<file path="src/rtl/alu_share_arbiter_pkg.sv">
// Shared types and constants for the two-requester ALU arbiter and its clients.
package alu_share_arbiter_pkg;

  typedef enum logic [1:0] {
    ST_IDLE = 2'd0,
    ST_WAIT = 2'd1,
    ST_DONE = 2'd2
  } state_e;

  // Opcodes are opaque to the arbiter; requesters and benches use these names.
  localparam logic [3:0] OP_ADD  = 4'h0;
  localparam logic [3:0] OP_SUB  = 4'h1;
  localparam logic [3:0] OP_CMP  = 4'h2;
  localparam logic [3:0] OP_AND  = 4'h3;
  localparam logic [3:0] OP_OR   = 4'h4;
  localparam logic [3:0] OP_CPL  = 4'h5;
  localparam logic [3:0] OP_INC  = 4'h6;
  localparam logic [3:0] OP_DEC  = 4'h7;
  localparam logic [3:0] OP_SHL0 = 4'h8;
  localparam logic [3:0] OP_SHL1 = 4'h9;
  localparam logic [3:0] OP_SHLC = 4'hA;
  localparam logic [3:0] OP_ROL  = 4'hB;
  localparam logic [3:0] OP_SHR0 = 4'hC;
  localparam logic [3:0] OP_SHR1 = 4'hD;
  localparam logic [3:0] OP_SHRC = 4'hE;
  localparam logic [3:0] OP_ROR  = 4'hF;

  // Latency counter width; covers ALU_LAT up to 7.
  localparam int unsigned CNT_W = 3;

endpackage

</file>
<file path="src/rtl/alu_share_arbiter_if.sv">
// Requester-side and ALU-side signal bundle of the shared-ALU arbiter.
interface alu_share_arbiter_if #(
  parameter int unsigned W  = 4,
  parameter int unsigned MW = 4
);
  logic          req0, cin0, ack0, of0;
  logic [W-1:0]  a0, b0, res0;
  logic [MW-1:0] m0;

  logic          req1, cin1, ack1, of1;
  logic [W-1:0]  a1, b1, res1;
  logic [MW-1:0] m1;

  logic [W-1:0]  alu_a, alu_b, alu_r;
  logic [MW-1:0] alu_m;
  logic          alu_cin, alu_of;

  logic          busy, owner;

  modport slave (
    input  req0, a0, b0, m0, cin0,
    input  req1, a1, b1, m1, cin1,
    input  alu_r, alu_of,
    output ack0, res0, of0, ack1, res1, of1,
    output alu_a, alu_b, alu_m, alu_cin,
    output busy, owner
  );

  modport master (
    output req0, a0, b0, m0, cin0,
    output req1, a1, b1, m1, cin1,
    output alu_r, alu_of,
    input  ack0, res0, of0, ack1, res1, of1,
    input  alu_a, alu_b, alu_m, alu_cin,
    input  busy, owner
  );
endinterface

</file>
<file path="src/rtl/rr_arb2.sv">
// Two-input round-robin pick: on contention the requester other than owner wins.
module rr_arb2 (
  input  logic req0,
  input  logic req1,
  input  logic owner,
  output logic gnt_valid,
  output logic gnt_idx
);
  always_comb begin
    gnt_valid = req0 | req1;
    gnt_idx   = 1'b0;
    if (req0 && req1) begin
      gnt_idx = ~owner;
    end else if (req1) begin
      gnt_idx = 1'b1;
    end
  end
endmodule

</file>
<file path="src/rtl/alu_share_arbiter.sv">
// Shares one registered-latency ALU between two requesters, round-robin,
// returning result/flag to the winner with a one-cycle ack.
module alu_share_arbiter
  import alu_share_arbiter_pkg::*;
#(
  parameter int unsigned W       = 4,
  parameter int unsigned MW      = 4,
  parameter int unsigned ALU_LAT = 1
) (
  input  logic Clk,
  input  logic nReset,
  alu_share_arbiter_if.slave bus
);
  localparam logic [CNT_W-1:0] LAT_LOAD = CNT_W'(ALU_LAT);

  state_e           state_q, state_d;
  logic [CNT_W-1:0] cnt_q, cnt_d;
  logic             owner_q, owner_d, busy_q, busy_d;
  logic             ack0_q, ack0_d, ack1_q, ack1_d;
  logic             of0_q, of0_d, of1_q, of1_d;
  logic [W-1:0]     res0_q, res0_d, res1_q, res1_d;
  logic [W-1:0]     alu_a_q, alu_a_d, alu_b_q, alu_b_d;
  logic [MW-1:0]    alu_m_q, alu_m_d;
  logic             alu_cin_q, alu_cin_d;
  logic             gnt_valid, gnt_idx;

  rr_arb2 u_arb (
    .req0      (bus.req0),
    .req1      (bus.req1),
    .owner     (owner_q),
    .gnt_valid (gnt_valid),
    .gnt_idx   (gnt_idx)
  );

  always_comb begin
    state_d   = state_q;
    cnt_d     = cnt_q;
    owner_d   = owner_q;
    ack0_d    = 1'b0;
    ack1_d    = 1'b0;
    of0_d     = of0_q;
    of1_d     = of1_q;
    res0_d    = res0_q;
    res1_d    = res1_q;
    alu_a_d   = alu_a_q;
    alu_b_d   = alu_b_q;
    alu_m_d   = alu_m_q;
    alu_cin_d = alu_cin_q;
    case (state_q)
      ST_IDLE: begin
        if (gnt_valid) begin
          owner_d   = gnt_idx;
          alu_a_d   = gnt_idx ? bus.a1   : bus.a0;
          alu_b_d   = gnt_idx ? bus.b1   : bus.b0;
          alu_m_d   = gnt_idx ? bus.m1   : bus.m0;
          alu_cin_d = gnt_idx ? bus.cin1 : bus.cin0;
          cnt_d     = LAT_LOAD;
          state_d   = ST_WAIT;
        end
      end
      ST_WAIT: begin
        // Capture on the edge after the counter hits zero: ALU_LAT+1 edges from grant.
        if (cnt_q == '0) begin
          if (owner_q) begin
            res1_d = bus.alu_r;
            of1_d  = bus.alu_of;
            ack1_d = 1'b1;
          end else begin
            res0_d = bus.alu_r;
            of0_d  = bus.alu_of;
            ack0_d = 1'b1;
          end
          state_d = ST_DONE;
        end else begin
          cnt_d = cnt_q - 1'b1;
        end
      end
      ST_DONE: state_d = ST_IDLE;
      default: state_d = ST_IDLE;
    endcase
    busy_d = (state_d != ST_IDLE);
  end

  always_ff @(posedge Clk) begin
    if (!nReset) begin
      state_q   <= ST_IDLE;
      cnt_q     <= '0;
      owner_q   <= 1'b1;
      busy_q    <= 1'b0;
      ack0_q    <= 1'b0;
      ack1_q    <= 1'b0;
      of0_q     <= 1'b0;
      of1_q     <= 1'b0;
      res0_q    <= '0;
      res1_q    <= '0;
      alu_a_q   <= '0;
      alu_b_q   <= '0;
      alu_m_q   <= '0;
      alu_cin_q <= 1'b0;
    end else begin
      state_q   <= state_d;
      cnt_q     <= cnt_d;
      owner_q   <= owner_d;
      busy_q    <= busy_d;
      ack0_q    <= ack0_d;
      ack1_q    <= ack1_d;
      of0_q     <= of0_d;
      of1_q     <= of1_d;
      res0_q    <= res0_d;
      res1_q    <= res1_d;
      alu_a_q   <= alu_a_d;
      alu_b_q   <= alu_b_d;
      alu_m_q   <= alu_m_d;
      alu_cin_q <= alu_cin_d;
    end
  end

  assign bus.ack0    = ack0_q;
  assign bus.ack1    = ack1_q;
  assign bus.res0    = res0_q;
  assign bus.res1    = res1_q;
  assign bus.of0     = of0_q;
  assign bus.of1     = of1_q;
  assign bus.alu_a   = alu_a_q;
  assign bus.alu_b   = alu_b_q;
  assign bus.alu_m   = alu_m_q;
  assign bus.alu_cin = alu_cin_q;
  assign bus.busy    = busy_q;
  assign bus.owner   = owner_q;

endmodule

</file>
<file path="src/flat_wrapper.sv">
// flat-port wrapper written by rule: the top's interface ports become plain ports
module alu_share_arbiter_flat import alu_share_arbiter_pkg::*;
#(
  parameter int unsigned W       = 4,
  parameter int unsigned MW      = 4,
  parameter int unsigned ALU_LAT = 1
)
  (Clk, nReset, bus_req0, bus_a0, bus_b0, bus_m0, bus_cin0, bus_req1, bus_a1, bus_b1, bus_m1, bus_cin1, bus_alu_r, bus_alu_of, bus_ack0, bus_res0, bus_of0, bus_ack1, bus_res1, bus_of1, bus_alu_a, bus_alu_b, bus_alu_m, bus_alu_cin, bus_busy, bus_owner);
  alu_share_arbiter_if #(.W(W), .MW(MW)) bus_i ();
  input  logic Clk;
  input  logic nReset;
  input wire logic [$bits(bus_i.req0)-1:0] bus_req0;
  input wire logic [$bits(bus_i.a0)-1:0] bus_a0;
  input wire logic [$bits(bus_i.b0)-1:0] bus_b0;
  input wire logic [$bits(bus_i.m0)-1:0] bus_m0;
  input wire logic [$bits(bus_i.cin0)-1:0] bus_cin0;
  input wire logic [$bits(bus_i.req1)-1:0] bus_req1;
  input wire logic [$bits(bus_i.a1)-1:0] bus_a1;
  input wire logic [$bits(bus_i.b1)-1:0] bus_b1;
  input wire logic [$bits(bus_i.m1)-1:0] bus_m1;
  input wire logic [$bits(bus_i.cin1)-1:0] bus_cin1;
  input wire logic [$bits(bus_i.alu_r)-1:0] bus_alu_r;
  input wire logic [$bits(bus_i.alu_of)-1:0] bus_alu_of;
  output wire logic [$bits(bus_i.ack0)-1:0] bus_ack0;
  output wire logic [$bits(bus_i.res0)-1:0] bus_res0;
  output wire logic [$bits(bus_i.of0)-1:0] bus_of0;
  output wire logic [$bits(bus_i.ack1)-1:0] bus_ack1;
  output wire logic [$bits(bus_i.res1)-1:0] bus_res1;
  output wire logic [$bits(bus_i.of1)-1:0] bus_of1;
  output wire logic [$bits(bus_i.alu_a)-1:0] bus_alu_a;
  output wire logic [$bits(bus_i.alu_b)-1:0] bus_alu_b;
  output wire logic [$bits(bus_i.alu_m)-1:0] bus_alu_m;
  output wire logic [$bits(bus_i.alu_cin)-1:0] bus_alu_cin;
  output wire logic [$bits(bus_i.busy)-1:0] bus_busy;
  output wire logic [$bits(bus_i.owner)-1:0] bus_owner;
  assign bus_i.req0 = bus_req0;
  assign bus_i.a0 = bus_a0;
  assign bus_i.b0 = bus_b0;
  assign bus_i.m0 = bus_m0;
  assign bus_i.cin0 = bus_cin0;
  assign bus_i.req1 = bus_req1;
  assign bus_i.a1 = bus_a1;
  assign bus_i.b1 = bus_b1;
  assign bus_i.m1 = bus_m1;
  assign bus_i.cin1 = bus_cin1;
  assign bus_i.alu_r = bus_alu_r;
  assign bus_i.alu_of = bus_alu_of;
  assign bus_ack0 = bus_i.ack0;
  assign bus_res0 = bus_i.res0;
  assign bus_of0 = bus_i.of0;
  assign bus_ack1 = bus_i.ack1;
  assign bus_res1 = bus_i.res1;
  assign bus_of1 = bus_i.of1;
  assign bus_alu_a = bus_i.alu_a;
  assign bus_alu_b = bus_i.alu_b;
  assign bus_alu_m = bus_i.alu_m;
  assign bus_alu_cin = bus_i.alu_cin;
  assign bus_busy = bus_i.busy;
  assign bus_owner = bus_i.owner;
  alu_share_arbiter #(.W(W), .MW(MW), .ALU_LAT(ALU_LAT)) u_core (.Clk(Clk), .nReset(nReset), .bus(bus_i));
endmodule
</file>
<file path="config.mk">
export PLATFORM = sky130hd
export DESIGN_NAME = alu_share_arbiter_flat
export DESIGN_NICKNAME = d
export VERILOG_FILES = /design/src/rtl/alu_share_arbiter_pkg.sv /design/src/rtl/alu_share_arbiter_if.sv /design/src/rtl/rr_arb2.sv /design/src/rtl/alu_share_arbiter.sv /design/src/flat_wrapper.sv
export SDC_FILE = /design/constraint.sdc
export NUM_CORES = 1
export LEC_CHECK = 0
export ABC_AREA = 1
export CAP_MARGIN = 5
export CORE_ASPECT_RATIO = 0.75
export CORE_UTILIZATION = 38
export DETAILED_ROUTE_END_ITERATION = 6
export PLACE_DENSITY = 0.82
export SLEW_MARGIN = 15
export SYNTH_ARGS = -nofsm -noshare
export SYNTH_HDL_FRONTEND = slang
export SYNTH_SLANG_ARGS = --single-unit
</file>
<file path="constraint.sdc">
create_clock -name Clk -period 1.1 [get_ports Clk]
set_clock_uncertainty 0.05 [all_clocks]
set_input_delay 0.11 -clock Clk [delete_from_list [all_inputs] [get_ports Clk]]
set_output_delay 0.11 -clock Clk [all_outputs]
set_load 0.03 [all_outputs]
</file>
==> impl_metrics.tcl, run 1 <==
set metrics [dict create \
    numCtsBuffers 5 \
    grt_pass1_wl_um 5840 \
    yosysTopAreaCellShare 0.434 \
    nNetsFinal 332 \
    clock_tree.root_cell "clkbuf_8" \
    cts_buffer_depth 2 \
    ys_seq_area_frac 0.434 \
    via_count 1541 \
    arrival_ns 1.34 \
    crit_fanout 3 \
    grt_max_degree 26 \
    rsz0062_at_grt "yes" \
    synth.area.top_cells "dfxtp_1 43%, nand2_1 16%, inv_1 6.9%, nor2_1 6.9%, nand3_1 5.1%" \
    start_util 0.401 \
    end_kind "flop" \
    critical-path-slowest-cell "dfxtp_2" \
    drc_errors 0 \
    grtUsageTotal 0.187 \
    fmax_mhz 854 \
    synth_edf_count 0 \
    power_density_mw_per_mm2 1460 \
    fp-row-count 19 \
    path_buf_inv 3 \
    place_hpwl_um 2580 \
    grtUsageMet2 0.282 \
    cp.required_ns 1.27 \
    stdcell_count 348 \
    wirelength_um 3810 \
    synth_ff_type "dfxtp_1" \
    ys_async_sr_fraction 0 \
    coreArea_mm2 0.00368 \
    h-tree-depth 2 \
    layout_setup_ws_ns -0.0712 \
    critical_path_class "flop to flop" \
    portBuffers 61 \
    violations "setup timing" \
    dpl.cell_count 332 \
    synth_most_common_cell "nand2_1" \
    critPathLaunchType "flop" \
    synth.net_count 248 \
    postCtsHoldBufs 0 \
    drt.antenna.violating_nets 0 \
    dr.pass1.iters 4 \
    crit_chain "inv_2, buf_4, ha_2, inv_1, nand2_1, nand2_1, nor2_1, nand2_1, a21oi_1" \
    overflow 0 \
    dieWidth_um 74.0 \
    synthesis.instances 211 \
    die_area_mm2 0.00414 \
    setup_viol 22 \
    cts_tree "done" \
    finalCritPeriodShare 1.06 \
    top_usage_layer "met2" \
    syn_area_mm2 0.00148 \
    clk_latency_ns 0.28 \
    leakagePower_nw 1.21 \
    synthTopCellsByCount "64 x nand2_1, 32 x dfxtp_1, 27 x inv_1, 27 x nor2_1, 15 x nand3_1" \
    drv_cap 0 \
    first_iter_violations 68 \
    syn_to_final_growth_pct 66.4 \
    grt_pass1_vias 1396 \
    finalHoldViolations 0 \
    synth.distinct_cells 20 \
    ios 62 \
    cpLargestDelayFamily "flip-flops" \
    path_common_cell "nand2_1" \
    drive_gt1_frac 0.304 \
    synth.largest_area_cell "dfxtp_1" \
    diodes 0 \
    hp-class "primary input to flop" \
    tns_ns -0.488 \
    synth_area_per_cell_um2 7.00 \
    finalWeightedCongestion 0.810 \
    dieHeight_um 56.0 \
    yosysWarnings 0 \
    ys_seq_elements 32 \
    grt_antenna_before_repair 0 \
    period_needed_ns 1.17 \
    clkTransAtPathRegs_ns 0.07 \
    power_mw 3.59 \
    critical_path.max_stage_delay_ns 0.32 \
    grtUsageMet1 0.233 \
    wl_per_cell_um 10.9 \
    viasPerCell 4.43 \
    cts.sinks 32 \
    status "complete, but fails checks" \
    tightest_slew_ns 0.365 \
    use_met3 0.0562 \
    slew_violations 0 \
    maxSlewHeadroom 0.756 \
    peakVddDrop_mv 0.955 \
    finalCoreUtilization 0.667 \
]
final cells by class:
| type | instances | area, µm² |
|---|---|---|
| Tap cell | 52 | 65.1 |
| Sequential cell | 32 | 652 |
| Clock buffer | 8 | 90.1 |
| Timing Repair Buffer | 82 | 749 |
| Multi-Input combinational cell | 145 | 793 |
| Fill cell | 320 | 1230 |
| Inverter | 29 | 109 |
report_power, final:
group	leakage, nW	internal [mW]	total [mW]	switching (mW)
Sequential	0.265	1.30	1.38	0.0831
Combinational	0.897	0.592	1.28	0.691
Clock	0.0455	0.510	0.927	0.417
metrics by stage:
step	cell area (µm²)	hold WS, ns	worst slack (ns)
final	2460	0.385	-0.0712
after global routing	2460	0.413	-0.155
after CTS	2370	0.386	-0.0542
after detailed placement	2190	0.392	-0.317
after global placement	2190	0.391	-0.311
after floorplan	1510	0.181	-0.0773
cell families (layout without fill, tap and decap cells):
logic type               count (synthesis)  in the layout  share of synthesized area
AO/OA/AOI/OAI                            8              8                     0.0271
adder cells (fa/ha/maj)                  2              2                     0.0169
buffers and inverters                   35            119                      0.111
flip-flops                              32             32                      0.434
AND/OR/NAND/NOR                        134            135                      0.412
sequential cells by signal (all words and copies together), names as in the netlist:
register,cells
u_core.bus.alu_a,4
u_core.bus.alu_b,4
u_core.bus.alu_m,4
u_core.bus.res0,4
u_core.bus.res1,4
u_core.cnt_q,3
u_core.state_q,2
u_core.bus.ack0,1
u_core.bus.ack1,1
u_core.bus.alu_cin,1
u_core.bus.busy,1
u_core.bus.of0,1
u_core.bus.of1,1
u_core.bus.owner,1
worst register-to-register path, stage by stage, from the launching register on:
cell and delay (ns):
dfxtp_2 0.32, inv_2 0.08, buf_4 0.11, ha_2 0.16, inv_1 0.04, nand2_1 0.06
nand2_1 0.05, nor2_1 0.08, nand2_1 0.05, a21oi_1 0.12
layout by cell type (no fill, tap or decap), types with 3 or more instances in the layout:
master / count
buf_6: 5
dfxtp_1: 27
clkdlybuf4s50_1: 32
nand2_4: 4
nand3b_1: 6
or2_2: 6
inv_2: 4
dfxtp_2: 3
a21oi_1: 4
or2_1: 5
nand2_2: 3
buf_4: 40
clkbuf_8: 6
nor2_1: 26
nand3_1: 14
nand2_1: 61
inv_1: 25
nor2_4: 5
metal layers:
layer | vias up | share of wire
met3 | 9 | 0.070
li1 | 807 | -
met5 | - | 0
met4 | 0 | 0.020
met2 | 48 | 0.49
met1 | 677 | 0.42
repair_timing:
item	CTS	global route
buffers inserted	4	3
pin swaps	3	3
resized for setup	18	15
setup endpoints to repair	29	32
gates cloned	0	1
final timing paths:
kind / start / endpoint / slack (ns) / cells after the start
setup / recovery: u_core.cnt_q[0]$_SDFFE_PN0P_ / u_core.cnt_q[2]$_SDFFE_PN0P_ / -0.07 / 9
hold / removal: bus_alu_r[0] / u_core.bus.res1[0]$_SDFFE_PN0P_ / 0.39 / 3
setup reg to reg: u_core.cnt_q[0]$_SDFFE_PN0P_ / u_core.cnt_q[2]$_SDFFE_PN0P_ / -0.07 / 9
hold reg to reg: u_core.bus.alu_b[0]$_SDFFE_PN0P_ / u_core.bus.alu_b[0]$_SDFFE_PN0P_ / 0.40 / 2
Power figures use the tool's default switching activity.
==> run 2: changes to the inputs <==
--- a/config.mk
+++ b/config.mk
@@ -10,7 +10,7 @@
 export CORE_ASPECT_RATIO = 0.75
 export CORE_UTILIZATION = 38
 export DETAILED_ROUTE_END_ITERATION = 6
-export PLACE_DENSITY = 0.82
+export PLACE_DENSITY = 0.87
 export SLEW_MARGIN = 15
 export SYNTH_ARGS = -nofsm -noshare
 export SYNTH_HDL_FRONTEND = slang
==> impl_metrics.tcl, run 2 (synthesis gave the netlist of run 1 again) <==
set metrics [dict create \
    status "complete, but fails checks" \
    violations "setup timing" \
    portBuffers 61 \
    cts_buffer_depth 2 \
    peakVddDrop_mv 0.783 \
    wirelength_um 3670 \
    final_common_cell "nand2_1" \
    coreArea_mm2 0.00368 \
    end_kind "flop" \
    drv_cap 0 \
    crit_chain "inv_2, ha_4, nand2_4, nor2_4, buf_6, nand3b_1, nand2_1, nor2_1" \
    reg2reg_to "u_core.bus.of0$_SDFFE_PN0P_" \
    grtUsageTotal 0.185 \
    drc_errors 0 \
    critPathLaunchType "flop" \
    finalCritPeriodShare 1.07 \
    critical_path.max_stage_delay_ns 0.33 \
    slew_violations 0 \
    grt_antenna_before_repair 0 \
    drt.antenna.violating_nets 0 \
    numCtsBuffers 5 \
    setup_viol 14 \
    cts.sinks 32 \
    via_count 1522 \
    finalCoreUtilization 0.654 \
    grt_max_degree 14 \
    syn_to_final_growth_pct 63.2 \
    critical_path.startpoint "u_core.cnt_q[1]$_SDFFE_PN0P_" \
    hp-class "primary input to flop" \
    viasPerCell 4.45 \
    ios 62 \
    grt_pass1_wl_um 5910 \
    fillers 304 \
    cts_tree "done" \
    stdcell_count 342 \
    r2r_start "u_core.cnt_q[1]$_SDFFE_PN0P_" \
    finalHoldViolations 0 \
    crit_fanout 5 \
    maxSlewHeadroom 0.754 \
    cp.required_ns 1.23 \
    start_util 0.401 \
    rsz0062_at_grt "yes" \
    dieHeight_um 56.0 \
    power_density_mw_per_mm2 1530 \
    nNetsFinal 326 \
    dr.pass1.iters 4 \
    tns_ns -0.698 \
    power_mw 3.69 \
    drive_gt1_frac 0.297 \
    hold_start "bus_m1[1]" \
    tightest_slew_ns 0.368 \
    first_iter_violations 39 \
    layout_setup_ws_ns -0.0774 \
    dpl_worst_slack_ns -0.351 \
    clock_tree.root_cell "clkbuf_8" \
    dieWidth_um 74.0 \
    wl_per_cell_um 10.7 \
    leakagePower_nw 1.18 \
    rr_worst_depth 8 \
    critical-path-slowest-cell "dfxtp_2" \
    arrival_ns 1.31 \
    place_hpwl_um 2620 \
    hold-path-endpoint "u_core.bus.alu_m[1]$_SDFFE_PN0P_" \
    dpl.cell_count 331 \
    diodes 0 \
    finalWeightedCongestion 0.774 \
    mostFrequentLayoutCells "61 x nand2_1, 36 x buf_4, 32 x clkdlybuf4s50_1" \
    die_area_mm2 0.00414 \
    fp-row-count 19 \
    r2r_slack_ns -0.08 \
    grt_pass1_vias 1429 \
    clkTransAtPathRegs_ns 0.06 \
    h-tree-depth 2 \
    period_needed_ns 1.18 \
    hold_path_depth 3 \
    fmax_mhz 849 \
    clk_latency_ns 0.28 \
    overflow 0 \
    critical_path_class "flop to flop" \
    postCtsHoldBufs 0 \
]
==> run 2: changes by cell type in the layout (fill, tap and decap cells not counted), sizes merged <==
cell / before / now
clkinv: 0 / 1
bufinv: 0 / 1
clkbuf: 8 / 6
buf: 48 / 42
==> run 2: final cells by class <==
cell class	count	area [µm²]	area share
inverter	29	111	0.0462
clock inverter	2	35.0	0.0145
clock buffer	6	72.6	0.0301
multi-input combinational	145	781	0.324
sequential	32	649	0.269
timing repair buffer	76	697	0.289
tap	52	65.1	0.0270
==> run 2: layer usage <==
layer | wire length, µm | up-vias | track usage
li1 | - | 793 | -
met1 | 1600 | 677 | 0.222
met2 | 1810 | 47 | 0.308
met3 | 234 | 5 | 0.0707
met4 | 29 | 0 | 0.0412
met5 | 0 | - | 0
==> run 2: where the power goes <==
part	total [mW]	switching [mW]	internal, mW
combinational	1.22	0.673	0.546
clock	1.09	0.416	0.671
sequential	1.38	0.0849	1.30
total	3.69	1.17	2.52
==> run 2: critical path: cells and delay by family (launching register included) <==
kind,cells,cell delay [ns]
DFF,1,0.33
adders and majority gates,1,0.13
and+or+nand+nor,5,0.37
buffers and inverters,2,0.21
==> run 2: worst max path at each step <==
stage,endpoint
final,u_core.bus.of0$_SDFFE_PN0P_
after global routing,u_core.bus.res0[0]$_SDFFE_PN0P_
after CTS,u_core.bus.res0[2]$_SDFFE_PN0P_
after detailed placement,u_core.bus.alu_a[1]$_SDFFE_PN0P_
after global placement,u_core.bus.alu_a[1]$_SDFFE_PN0P_
after floorplan,u_core.bus.of1$_SDFFE_PN0P_
==> run 2: what timing repair did <==
action | CTS | global route
cloned | 1 | 0
pin swaps | 4 | 3
resized for setup | 23 | 6
hold endpoints to repair | 0 | 0
buffers inserted | 0 | 2
endpoints found under the setup margin | 26 | 31
==> run 2: stage by stage <==
stage          hold WS, ns  area, µm²
4_1_cts              0.392       2380
5_1_grt              0.401       2410
6_report             0.397       2410
3_5_place_dp         0.396       2180
2_1_floorplan        0.181       1510
3_3_place_gp         0.390       2180
==> run 3: changes to the inputs <==
--- a/config.mk
+++ b/config.mk
@@ -9,6 +9,7 @@
 export CAP_MARGIN = 5
 export CORE_ASPECT_RATIO = 0.75
 export CORE_UTILIZATION = 38
+export CTS_CLUSTER_SIZE = 24
 export DETAILED_ROUTE_END_ITERATION = 6
 export PLACE_DENSITY = 0.87
 export SLEW_MARGIN = 15
==> results of run 3 <==
Same layout as run 2: the final DEF is identical, and so are final timing and power.
